## src/rtl/scale_addr_gen.sv

```systemverilog
// scale_addr_gen: walks the output raster, emitting clamped frame-buffer read addresses and phases.
// Define SCALE_HMIRROR_EN to mirror columns horizontally.
module scale_addr_gen #(
  parameter int X_SIZE = 960,
  parameter int Y_SIZE = 1080,
  parameter int ADDR_W = 21
) (
  input  logic              rd_clk,
  input  logic              rst,
  input  logic              frame_start,
  input  logic [19:0]       x_add,
  input  logic [19:0]       y_add,
  input  logic [12:0]       x_rd_size,
  input  logic [12:0]       y_rd_size,
  input  logic              rd_ready,
  output logic              rd_valid,
  output logic [ADDR_W-1:0] rd_addr,
  output logic [7:0]        x_frac,
  output logic [7:0]        y_frac,
  output logic              line_end,
  output logic              frame_end,
  output logic              busy
);
  localparam logic [11:0] X_MAX = 12'(X_SIZE - 1);
  localparam logic [11:0] Y_MAX = 12'(Y_SIZE - 1);
  typedef enum logic [1:0] {IDLE, RUN, DRAIN, DONE} state_t;
  state_t state, state_n;
  logic [19:0] x_add_l, y_add_l, x_acc, y_acc;
  logic [12:0] xs_l, ys_l, x_cnt, y_cnt;
  logic [20:0] x_sum, y_sum;
  logic [11:0] x_clamp, x_int, y_int, s1_x, s1_y;
  logic [7:0]  s1_xf, s1_yf;
  logic        s1_v, s1_le, s1_last, s2_last;
  logic        adv, accept, start, issue, x_wrap, last_px;
  assign adv = !rd_valid || rd_ready;
  assign accept = rd_valid && rd_ready;
  assign start = state == IDLE && frame_start && x_rd_size != '0 && y_rd_size != '0;
  assign issue = state == RUN && adv;
  assign x_wrap = x_cnt == xs_l - 13'd1;
  assign last_px = x_wrap && y_cnt == ys_l - 13'd1;
  assign x_sum = {1'b0, x_acc} + {1'b0, x_add_l};
  assign y_sum = {1'b0, y_acc} + {1'b0, y_add_l};
  assign x_clamp = x_acc[19:8] > X_MAX ? X_MAX : x_acc[19:8];
  assign y_int = y_acc[19:8] > Y_MAX ? Y_MAX : y_acc[19:8];
`ifdef SCALE_HMIRROR_EN
  assign x_int = X_MAX - x_clamp;
`else
  assign x_int = x_clamp;
`endif
  assign frame_end = state == DONE;
  assign busy = state != IDLE;
  always_comb begin
    state_n = state;
    if (start) state_n = RUN;
    else if (issue && last_px) state_n = DRAIN;
    else if (state == DRAIN && accept && s2_last) state_n = DONE;
    else if (state == DONE) state_n = IDLE;
  end
  always_ff @(posedge rd_clk or posedge rst)
    if (rst) state <= IDLE;
    else state <= state_n;
  always_ff @(posedge rd_clk or posedge rst)
    if (rst) begin
      x_add_l <= '0;
      y_add_l <= '0;
      xs_l <= '0;
      ys_l <= '0;
      x_acc <= '0;
      y_acc <= '0;
      x_cnt <= '0;
      y_cnt <= '0;
      s1_v <= 1'b0;
      s1_x <= '0;
      s1_y <= '0;
      s1_xf <= '0;
      s1_yf <= '0;
      s1_le <= 1'b0;
      s1_last <= 1'b0;
      rd_valid <= 1'b0;
      rd_addr <= '0;
      x_frac <= '0;
      y_frac <= '0;
      line_end <= 1'b0;
      s2_last <= 1'b0;
    end else begin
      if (start) begin
        x_add_l <= x_add;
        y_add_l <= y_add;
        xs_l <= x_rd_size;
        ys_l <= y_rd_size;
        x_acc <= '0;
        y_acc <= '0;
        x_cnt <= '0;
        y_cnt <= '0;
      end else if (issue) begin
        // accumulators saturate instead of wrapping so huge steps still clamp to the frame edge
        x_acc <= x_wrap ? '0 : x_sum[20] ? 20'hFFFFF : x_sum[19:0];
        x_cnt <= x_wrap ? '0 : x_cnt + 13'd1;
        if (x_wrap) begin
          y_acc <= y_sum[20] ? 20'hFFFFF : y_sum[19:0];
          y_cnt <= y_cnt + 13'd1;
        end
      end
      if (issue) begin
        s1_v <= 1'b1;
        s1_x <= x_int;
        s1_y <= y_int;
        s1_xf <= x_acc[7:0];
        s1_yf <= y_acc[7:0];
        s1_le <= x_wrap;
        s1_last <= last_px;
      end else if (adv) s1_v <= 1'b0;
      if (adv) begin
        rd_valid <= s1_v;
        rd_addr <= ADDR_W'(32'(s1_y) * 32'(X_SIZE) + 32'(s1_x));
        x_frac <= s1_xf;
        y_frac <= s1_yf;
        line_end <= s1_le;
        s2_last <= s1_last;
      end
    end
endmodule
```

## config.mk

```make
export PLATFORM = sky130hd
export DESIGN_NAME = scale_addr_gen
export DESIGN_NICKNAME = d
export VERILOG_FILES = /design/src/rtl/scale_addr_gen.sv
export SDC_FILE = /design/constraint.sdc
export NUM_CORES = 1
export LEC_CHECK = 0
export CAP_MARGIN = 25
export CORE_MARGIN = 2
export CORE_UTILIZATION = 35
export DETAILED_ROUTE_END_ITERATION = 16
export PLACE_DENSITY = 0.63
export SLEW_MARGIN = 20
export SYNTH_ARGS = -nofsm -noshare
export SYNTH_HDL_FRONTEND = slang
export SYNTH_SLANG_ARGS = --single-unit
```

## constraint.sdc

```tcl
create_clock -name rd_clk -period 7.8 [get_ports rd_clk]
set_clock_uncertainty 0.1 [all_clocks]
set_input_delay 1.17 -clock rd_clk [delete_from_list [all_inputs] [get_ports rd_clk]]
set_output_delay 1.17 -clock rd_clk [all_outputs]
set_load 0.01 [all_outputs]
```

======== Word-level counts from Yosys, hierarchy flattened ========
Cells that the tools add are included.
word-level totals
  register bits ........................... 217
  output and inout bits ................... 41
  logic and storage cells ................. 79
cells by class
  add/subtract/negate cells ............... 7
  multipliers ............................. 1
  magnitude comparators ................... 2
  equality and inequality tests ........... 5
  multiplexer cells ....................... 22
  reductions and logical operators ........ 20
operators with widths
  kind                     count
  $mux W20                 8
  $mux W13                 6
  $add A20 B20 Y21         2
  $add A13 B1 Y13 const B  2
  $eq A13 B13 Y1           2
  $reduce_bool A13 Y1      2
  $sub A13 B1 Y13 const B  2
  $mux W12                 2
  $add A21 B12 Y21         1
  $mul A12 B4 Y15 const B  1
  $gt A12 B10 Y1 const B   1
  $gt A12 B11 Y1 const B   1
  $logic_and A1 B1 Y1      9
  $mux W2                  4
  $reduce_bool A2 Y1       4
  $eq A2 B2 Y1 const B     2
  $reduce_bool A4 Y1       1
  $eq A2 B1 Y1 const B     1
  $logic_not A2 Y1         1
  $mux W1                  2
  $reduce_and A2 Y1        1
  $logic_not A1 Y1         1
  $logic_or A1 B1 Y1       1

======== Longest topological paths before layout ========
Gate-level depths: netlist (run 1).
  depth after elaboration ................. 6
  depth in mapped cells ................... 16
  gate-level depth less buffers ........... 16

======== Worst setup path after synthesis (run 1) ========
OpenSTA, ideal clock, no wires.
  kind .................................... register -> register
  start point ............................. register s1_y[0]
  end point ............................... register rd_addr[19]
  library setup time ...................... 0.083 ns
  arrival time ............................ 4.133 ns
  path slack .............................. 3.484 ns
  cell stages (with the launch flop) ...... 17
  path buffers ............................ 0
  cell sequence ........................... dfrtp_1 -> fa_1 -> fa_1 -> ha_1 -> a21oi_1 -> inv_1 -> a21oi_1 -> xnor2_1 -> ha_1 -> nor2_1 -> or2_2 -> a2111oi_0 -> nand4b_1 -> nor2_1 -> nand3_1 -> xor2_1 -> o21ai_0
on the way
  cells in the longest elaborated chain, start to end .. 2
RTL lines
  item                    line  source
  start, declared         31    logic [11:0] x_clamp, x_int, y_int, s1_x, s1_y;
  start signal, assigned  107   s1_y <= y_int;
  $mul A12 B4 Y15         115   rd_addr <= ADDR_W'(32'(s1_y) * 32'(X_SIZE) + 32'(s1_x));
  $add A21 B12 Y21        115
  end signal, assigned    115
  end, declared           17    output logic [ADDR_W-1:0] rd_addr,
No other way between the ends.
A chain may end at the register's enable or synchronous reset.

======== Worst setup path after layout (run 1) ========
Same ends and word-level chain as after synthesis.

==> qor.yml, run 1 <==
routing:
  totalWireLength_um: 31900
  postRouteAntennaNets: 0
  route.vias.total: 10500
  post_drt_wl_per_cell_um: 15.7
  first_pass_iters: 4
  dr.first_iter.drc_count: 614
  drc_errors: 0
  via_per_inst: 5.17
floorplan:
  initial_core_util: 0.356
  num_rows: 70
  die_h_um: 197
  floorplan.die.width_um: 197
  die_area_um2: 38700
  boundaryPins: 111
  design.core.area_um2: 36600
grt:
  grt_first_pass_wirelength_um: 53100
  first_global_vias: 10500
  antenna_violations_before_repair: 1
  globalRouteTotalUtil: 0.166
  grt_max_degree: 129
  globalRouteOverflowTotal: 0
pwr:
  static-leakage-power_nw: 7.10
  finalPower_mw: 5.18
  vdd_drop_max_mv: 0.178
  powerDensity_nw_per_um2: 336
sta:
  grt_setup_unrepaired: "false"
  final_min_period_over_clock_period: 0.598
  max_clock_freq_ghz: 0.214
  drv_slew: 0
  setup_tns_ns: 0
  hold_viol_final: 0
  worst_pin_slew_ns: 1.09
  setup_viol_count_final: 0
  maxSlewHeadroom: 0.270
  period_needed_ns: 4.66
synth:
  synth_top_area_cell: "dfrtp_1"
  syn_nets: 1611
  postSynth.asyncResetShare: 1.00
  yosys.cell_count.top_type: "nand2_1"
  synthCells: 1450
  yosysWarnings: 0
  synthDominantCellAreaShare: 0.417
  synth.area.top_cells: "dfrtp_1 (42%), nand2_1 (9.1%), ha_1 (6.4%)"
  yosys_register_bits: 217
  synth-edff-count: 0
  syn_area_per_cell_um2: 8.98
  synth.yosys.seq_area_share: 0.417
  netlist_area_um2: 13000
  netlist_top_cells_count: "nand2_1 (317), dfrtp_1 (217), o21ai_0 (97), nor2_1 (96), ha_1 (67)"
  synth.lib_cells_used.distinct: 74
  postSynth.topFlopCell: "dfrtp_1"
final_layout:
  finish.net_count: 1701
  area.growth.synth_to_final_pct: 18.4
  final_layout_size_suffix_gt1_frac: 0.0597
cts:
  ctsRootBufferMaster: "clkbuf_16"
  cts.reportedPaths.clkPinSlew_ns: 0.06
  clk_path_buf_depth: 3
  setup_bufs_post_cts: 0
  maximum_level_of_the_cts_h_tree: 1
  cts_made_buffers: 26
  cts-hold-fix-buffers: 0
  postCtsResizedCells: 0
  clock_latency_reported_for_the_late_side_of_the_worst_skew_pair_ns: 0.54
  clock_sinks: 217
  clock_tree_from_tritoncts: "yes"
job:
  maxCapViolations: 0
worst_setup_path:
  r2r-end: "rd_addr[19]"
  timing.rr.start: "s1_y[0]"
  crit_type: "reg -> reg"
  cp-start-kind: "register"
  crit_path_max_fanout: 4
  endpoint_kind: "register"
  worst_ep_arrival_time_ns: 4.94
  r2r_setup_slack_ns: 3.14
  r2r.worst_path.cells: 16
  timing.critical_path.from: "s1_y[0]"
  crit_required_ns: 8.08
hold_path:
  worstHoldEndpoint: "rd_addr[14]"
  min_path_type: "reg -> reg"
  min_from: "rd_addr[14]"
  hold_crit_depth: 2
placed_design:
  hpwl_um: 22900
  place.gp.congestion: 0.849
  numPortBuffers: 110
run_status:
  run_status: "finished clean"
cells by family after synthesis:
logic type / count (synthesis) / share of synthesized area
simple gates: 638 / 0.227
flops: 217 / 0.417
compound gates: 271 / 0.134
fa+ha+maj: 91 / 0.101
buf+inv: 113 / 0.0343
mux: 35 / 0.0294
xor+xnor: 85 / 0.0572
flip-flops by register name (all words and copies together), names as in the netlist, 13 cells and up:
signal,count
rd_addr,21
y_acc,20
y_cnt,13
x_add_l,20
y_add_l,20
x_cnt,13
xs_l,13
ys_l,13
x_acc,20
where the power goes:
part	internal (mW)	total, mW	switching [mW]	leakage (nW)
logic	1.05	2.28	1.23	3.90
clock network	0.723	1.19	0.470	0.418
registers	1.43	1.70	0.270	2.77
total	3.21	5.18	1.97	7.10
critical path, stage by stage, from the launching register on:
cell and delay [ns]:
dfrtp_1 0.44, fa_1 0.60, fa_1 0.46, ha_1 0.29
a21oi_1 0.22, inv_1 0.07, a21oi_1 0.18, xnor2_1 0.08
ha_1 0.33, nor2_1 0.05, or2_2 0.28, a2111oi_0 0.65
nand4b_1 0.24, nor2_1 0.18, nand3_1 0.10, xor2_1 0.14
o21ai_0 0.08
routing by layer:
metal  global-route usage  share of wire  vias to the layer above
li1                     -              -                     5218
met2                0.262           0.43                      187
met5                    0              0                        -
met4               0.0485          0.024                        0
met1                0.237           0.50                     5029
met3               0.0240          0.042                       43
worst max-delay path by stage:
stage	cells past startpoint	endpoint	slack, ns
4_1_cts	16	rd_addr[19]	3.14
3_3_place_gp	9	x_cnt[11]	3.10
6_report	16	rd_addr[19]	3.14
3_5_place_dp	9	x_cnt[11]	3.00
5_1_grt	16	rd_addr[17]	2.85
2_1_floorplan	1	line_end	0.59
stage by stage:
step                      std cells  worst slack [ns]  hold slack (ns)  utilization  area [um2]
after global routing           2025              2.85            0.396        0.421       15400
after detailed placement       1979              3.00            0.359        0.398       14600
after floorplan                1450             0.594            0.339            -       13000
after CTS                      2024              3.14            0.376        0.421       15400
after global placement         1979              3.10            0.348        0.398       14600
final                          2026              3.14            0.374        0.421       15400
cell type report:
| class | count | area (um2) |
|---|---|---|
| well taps | 468 | 586 |
| fillers | 3630 | 21200 |
| inverters | 55 | 214 |
| repair buffers | 120 | 1180 |
| flip-flops and latches | 217 | 5430 |
| clock buffers | 37 | 742 |
| diodes | 1 | 2.50 |
| clock inverters | 8 | 101 |
| multi-input cells | 1120 | 7160 |
placed cells by master, fill, tap and decap left out, types with 6 or more instances in the layout:
master	netlist	routed
a31oi_1	7	7
clkdlybuf4s50_1	0	110
nand2_1	317	317
a21o_1	15	15
or3_1	6	6
nor3_1	35	35
nand3_1	49	49
mux2_2	26	26
and2_1	11	11
inv_1	55	54
dfrtp_1	217	217
buf_4	2	9
a21oi_1	51	51
mux2i_1	9	9
nand3b_1	9	9
nor2_1	96	96
fa_1	24	24
o22a_1	13	13
nand4_1	20	20
nand2b_1	23	23
a211oi_1	9	9
o21a_1	10	10
nor4_1	9	9
and3_1	21	21
xor2_1	32	32
a211o_1	7	7
clkbuf_16	0	26
ha_1	67	67
clkbuf_1	46	6
o211ai_1	12	12
xnor2_1	53	53
nor2b_1	10	8
o21ai_0	97	97
Note: power is estimated with default switching activity, not from simulation.
==> inputs of run 2 (changes only) <==
Clock period 7.8 ns to 4.7 ns, I/O delays scaled along.
==> run 2 against run 1 <==
Highest routed layer unchanged. Design area rose by 1.4%. Sequential share of layout area decreased by 0.48 points. Critical endpoint is now rd_addr[17]. Clock power up 87%. Largest cell class unchanged.
==> qor.yml, run 2 (synthesis results as in run 1) <==
cts:
  clk_path_buf_depth: 3  # unchanged
  maximum_level_of_the_cts_h_tree: 1  # unchanged
  setup_bufs_post_cts: 0  # unchanged
  cts.reportedPaths.clkPinSlew_ns: 0.06  # about the same
  cts-hold-fix-buffers: 0  # unchanged
  clock_sinks: 217  # unchanged
  postCtsResizedCells: 0  # unchanged
  clock_latency_reported_for_the_late_side_of_the_worst_skew_pair_ns: 0.53  # about the same
  clock_tree_from_tritoncts: "yes"
  cts_made_buffers: 26  # unchanged
  ctsRootBufferMaster: "clkbuf_16"
hold_path:
  min_path_type: "reg -> reg"
final_layout:
  layout_commonest_cell: "nand2_1"
  largest-register: "rd_addr"
  finish.net_count: 1706  # +0.29%
  layout.cells.most_common_list: "nand2_1 (317), dfrtp_1 (216), clkdlybuf4s50_1 (110)"
  final_layout_size_suffix_gt1_frac: 0.0690  # +0.00928
  area.growth.synth_to_final_pct: 20.1
  largest_reg_flops: 21  # unchanged
routing:
  route.vias.total: 10500  # +0.35%
  drc_errors: 0  # unchanged
  post_drt_wl_per_cell_um: 15.6  # -0.81%
  totalWireLength_um: 31700  # -0.42%
  postRouteAntennaNets: 0  # unchanged
  dr.first_iter.drc_count: 550  # -10%
  via_per_inst: 5.17  # about the same
  first_pass_iters: 5  # +1
floorplan:
  initial_core_util: 0.356  # unchanged
  num_rows: 70  # unchanged
  floorplan.die.width_um: 197  # unchanged
  die_h_um: 197  # unchanged
  boundaryPins: 111  # unchanged
  design.core.area_um2: 36600  # unchanged
  die_area_um2: 38700  # unchanged
pwr:
  sequentialPowerShare: 0.319  # -0.010
  comb_power_share: 0.430  # -0.011
  powerDensity_nw_per_um2: 568  # +69%
  power_switching_mw: 3.30  # +68%
  switching_share_of_power: 0.372  # -0.00803
  clkPwrFrac: 0.250  # +0.020
  vdd_drop_max_mv: 0.321  # +80%
  static-leakage-power_nw: 7.19  # +1.3%
  power.internal_mw: 5.57  # +74%
sta:
  drv_slew: 0  # unchanged
  grt_setup_unrepaired: "false"
  period_needed_ns: 4.39  # -0.274 ns
  hold_viol_final: 0  # unchanged
  max_clock_freq_ghz: 0.228  # +6.2%
  final_min_period_over_clock_period: 0.934  # +0.336
  maxSlewHeadroom: 0.314  # +0.0443
  worst_pin_slew_ns: 1.02  # -0.0659 ns
  setup_tns_ns: 0  # unchanged
  setup_viol_count_final: 0  # unchanged
  final_critical_path_setup_slack_ns: 0.309  # -2.83 ns
run_status:
  run_status: "finished clean"
worst_setup_path:
  crit_type: "reg -> reg"
  crit_required_ns: 5.04  # -3.04 ns
  endpoint_kind: "register"
  crit_path_max_fanout: 4  # unchanged
  worst_ep_arrival_time_ns: 4.73  # -0.21 ns
  cp-start-kind: "register"
placed_design:
  place.gp.congestion: 0.842  # -0.79%
  hpwl_um: 22800  # -0.60%
  numPortBuffers: 110  # unchanged
  dp_worst_setup_slack_ns: 0.156  # -2.85 ns
grt:
  grt_first_pass_wirelength_um: 53200  # about the same
  grt_max_degree: 86  # -33%
  antenna_violations_before_repair: 1  # unchanged
  first_global_vias: 10600  # +0.68%
  globalRouteTotalUtil: 0.166  # -0.000420
  globalRouteOverflowTotal: 0  # unchanged
job:
  maxCapViolations: 0  # unchanged
## run 2: changes by cell type in the layout (fill, tap and decap cells not counted), sizes merged
cell / before / now
buf: 10 / 15
bufinv: 2 / 5
clkinvlp: 0 / 2
clkbuf: 37 / 36
clkinv: 6 / 5
## run 2: worst paths after layout
kind	start	to	slack [ns]	cells past startpoint
worst max-delay path	s1_y[0]	rd_addr[17]	0.31	17
worst min-delay path	s1_v	rd_valid	0.36	1
worst max register to register	s1_y[0]	rd_addr[17]	0.31	17
worst min register to register	s1_v	rd_valid	0.36	1
max in group asynchronous	rst	y_add_l[8]	3.11	4
min in group asynchronous	rst	rd_addr[6]	0.46	2
## run 2: power by group through the flow
stage          logic [mW]  clock network (mW)  registers, mW
5_1_grt              4.34                2.36           2.90
2_1_floorplan        2.86                   0           2.75
3_3_place_gp         3.68                   0           2.84
4_1_cts              3.82                2.28           2.83
6_report             3.82                2.22           2.83
3_5_place_dp         3.80                   0           2.86
## run 2: cell type report
| class | count | area, um2 |
|---|---|---|
| fillers | 3674 | 21000 |
| repair buffers | 125 | 1260 |
| well taps | 468 | 586 |
| clock inverters | 12 | 201 |
| inverters | 55 | 210 |
| multi-input cells | 1120 | 7170 |
| clock buffers | 36 | 769 |
| flip-flops and latches | 217 | 5430 |
| diodes | 1 | 2.50 |
## run 2: critical path: stages, from the launching register on
cell       delay (ns)
dfrtp_1          0.43
fa_1             0.59
fa_1             0.47
ha_1             0.31
a21oi_2          0.19
inv_1            0.06
a21oi_1          0.16
xnor2_1          0.09
ha_1             0.33
nor2_1           0.06
or2_2            0.29
a2111oi_2        0.33
buf_4            0.17
nand4b_1         0.16
nor2_2           0.16
nand2_1          0.07
xor2_1           0.14
o21ai_0          0.18
## run 2: metrics by stage
step,area (um2),std cells,power [mW],utilization,hold slack (ns)
floorplan,13000,1450,5.61,-,0.339
finish,15600,2034,8.87,0.427,0.361
global placement,14600,1984,6.53,0.399,0.347
global route,15600,2033,9.60,0.427,0.398
detailed placement,14600,1984,6.67,0.399,0.350
CTS,15600,2032,8.93,0.426,0.364
## run 2: per-layer routing
layer | share of wire | global-route usage | vias to the layer above
li1 | - | - | 5233
met1 | 0.49 | 0.233 | 5030
met2 | 0.44 | 0.270 | 211
met3 | 0.050 | 0.0236 | 40
met4 | 0.020 | 0.0376 | 0
met5 | 0 | 0 | -
==> inputs of run 3 (changes only) <==
Settings changed: ABC_AREA set to 1, PLACE_DENSITY 0.63 to 0.62.
==> run 3 against run 2 <==
Die area is 8.6% higher. First-iteration DRC count increased by 44%. Critical endpoint is now rd_addr[20]. Area after synthesis increased by 8.8%.
==> qor.yml, run 3 <==
worst_setup_path:
  crit_type: "reg -> reg"
  crit_path_max_fanout: 7  # +3
  crit_required_ns: 5.04  # about the same
  endpoint_kind: "register"
  worst_ep_arrival_time_ns: 4.44  # -0.29 ns
  cp-start-kind: "register"
cts:
  maximum_level_of_the_cts_h_tree: 1  # unchanged
  cts.reportedPaths.clkPinSlew_ns: 0.06  # about the same
  cts_made_buffers: 26  # unchanged
  ctsRootBufferMaster: "clkbuf_16"
  clock_sinks: 217  # unchanged
  setup_bufs_post_cts: 0  # unchanged
  clk_path_buf_depth: 3  # unchanged
  clock_latency_reported_for_the_late_side_of_the_worst_skew_pair_ns: 0.55  # +0.02 ns
  postCtsResizedCells: 0  # unchanged
  cts-hold-fix-buffers: 0  # unchanged
  clock_tree_from_tritoncts: "yes"
pwr:
  powerDensity_nw_per_um2: 694  # +22%
  finalPower_mw: 11.5  # +30%
  static-leakage-power_nw: 8.66  # +20%
  vdd_drop_max_mv: 0.469  # +46%
sta:
  final_critical_path_setup_slack_ns: 0.600  # +0.291 ns
  period_needed_ns: 4.10  # -0.291 ns
  setup_viol_count_final: 0  # unchanged
  worst_pin_slew_ns: 0.966  # -0.0556 ns
  grt_setup_unrepaired: "false"
  max_clock_freq_ghz: 0.244  # +7.1%
  setup_tns_ns: 0  # unchanged
  final_min_period_over_clock_period: 0.872  # -0.0618
  hold_viol_final: 0  # unchanged
  drv_slew: 0  # unchanged
  maxSlewHeadroom: 0.356  # +0.0416
run_status:
  run_status: "finished clean"
hold_path:
  min_path_type: "reg -> reg"
routing:
  post_drt_wl_per_cell_um: 14.7  # -5.5%
  dr.first_iter.drc_count: 791  # +44%
  totalWireLength_um: 38900  # +23%
  postRouteAntennaNets: 0  # unchanged
  first_pass_iters: 5  # unchanged
  drc_errors: 0  # unchanged
  via_per_inst: 4.89  # -5.4%
  route.vias.total: 12900  # +23%
final_layout:
  finish.net_count: 2258  # +32%
  fillers: 4151  # +13%
  final_layout_size_suffix_gt1_frac: 0.0365  # -0.0326
  area.growth.synth_to_final_pct: 17.2
  layout.cells.most_common_list: "nand2_1 (793), dfrtp_1 (217), inv_1 (202)"
  largest_reg_flops: 21  # unchanged
  layout_commonest_cell: "nand2_1"
  antenna-diode-count: 0  # -1
  largest-register: "rd_addr"
synth:
  syn_nets: 2162  # +34%
  synth.area.top_cells: "dfrtp_1 (38%), nand2_1 (21%), ha_1 (5.9%)"
  netlist_top_cells_count: "nand2_1 (793), dfrtp_1 (217), inv_1 (205), nand3_1 (154), nor2_1 (135)"
  synthCells: 2001  # +38%
  syn_area_per_cell_um2: 7.08  # -21%
  synthDominantCellAreaShare: 0.383  # -0.0338
  netlist_area_um2: 14200  # +8.8%
  postSynth.asyncResetShare: 1.00  # unchanged
  synth.yosys.seq_area_share: 0.383  # -0.0338
  synth_top_area_cell: "dfrtp_1"
  synth.lib_cells_used.distinct: 38  # -49%
  synth-edff-count: 0  # unchanged
  postSynth.topFlopCell: "dfrtp_1"
  yosysWarnings: 0  # unchanged
  yosys.cell_count.top_type: "nand2_1"
  yosys_register_bits: 217  # unchanged
floorplan:
  floorplan.die.width_um: 205  # +4.2%
  design.core.area_um2: 39800  # +8.8%
  initial_core_util: 0.356  # about the same
  die_h_um: 205  # +4.2%
  num_rows: 73  # +4.3%
  boundaryPins: 111  # unchanged
  die_area_um2: 42100  # +8.6%
grt:
  first_global_vias: 12500  # +18%
  grt_max_degree: 153  # +78%
  grt_first_pass_wirelength_um: 64800  # +22%
  globalRouteOverflowTotal: 0  # unchanged
  antenna_violations_before_repair: 0  # -1
  globalRouteTotalUtil: 0.189  # +0.0238
placed_design:
  place.gp.congestion: 0.918  # +9.0%
  hpwl_um: 29100  # +28%
  numPortBuffers: 110  # unchanged
  dp_worst_setup_slack_ns: 0.636  # +0.480 ns
job:
  maxCapViolations: 0  # unchanged
[run 3: final timing paths]
path                            startpoint           to  slack [ns]  depth (start not counted)
worst max register to register     s1_y[1]  rd_addr[20]        0.60                         16
min in group asynchronous              rst     y_cnt[4]        0.60                          3
worst min register to register        s1_v     rd_valid        0.35                          2
worst max-delay path               s1_y[1]  rd_addr[20]        0.60                         16
max in group asynchronous              rst   x_add_l[5]        3.19                          3
worst min-delay path                  s1_v     rd_valid        0.35                          2
[run 3: cell type report]
cell class                      instances  area, um2  share of cell area
Timing Repair Buffer                  122       1220              0.0735
Inverter                              211        796              0.0479
Clock inverter                          6       58.8             0.00354
Tap cell                              525        657              0.0396
Sequential cell                       217       5430               0.327
Clock buffer                           37        753              0.0454
Multi-Input combinational cell       1519       7690               0.463
[run 3: critical path, stage by stage, from the launching register on]
cell and delay, ns:
dfrtp_1 0.45, fa_1 0.58, fa_1 0.42, ha_1 0.41, nand3_1 0.13, nand3_1 0.13, xor2_1 0.17, ha_1 0.33
nand2_1 0.09, nor3b_1 0.24, nor2_1 0.08, nor2_2 0.16, nand3_1 0.14, nor2_1 0.24, nand4_1 0.12, nand3_1 0.10
nand2_1 0.06
[run 3: cells by family (layout without fill, tap and decap cells)]
group                    count (synthesis)  after routing  synth area share
AO/OA/AOI/OAI                          196            196            0.0729
XOR/XNOR                                49             49            0.0308
AND/OR/NAND/NOR                       1183           1183             0.345
flip-flops                             217            217             0.383
adder cells (fa/ha/maj)                 91             91            0.0931
buffers and inverters                  265            376            0.0749
[run 3: routing by layer]
metal,global-route usage,vias up,routed length [um]
li1,-,6576,-
met1,0.268,6057,19300
met2,0.310,209,17700
met3,0.0227,49,1150
met4,0.0424,0,706
met5,0,-,0
[run 3: through the flow]
step                      hold WS, ns  cell area, um2   util  cells
final                           0.354           16600  0.417   2637
after global routing            0.375           16600  0.417   2637
after CTS                       0.360           16600  0.417   2636
after detailed placement        0.345           15800  0.396   2593
after global placement          0.333           15800  0.396   2593
after floorplan                 0.320           14200      -   2001
[run 3: power by group]
group	switching (mW)	leakage (nW)	internal, mW	total [mW]
clock	0.782	0.402	1.16	1.94
combinational	4.06	5.49	2.39	6.46
sequential	0.592	2.77	2.53	3.13
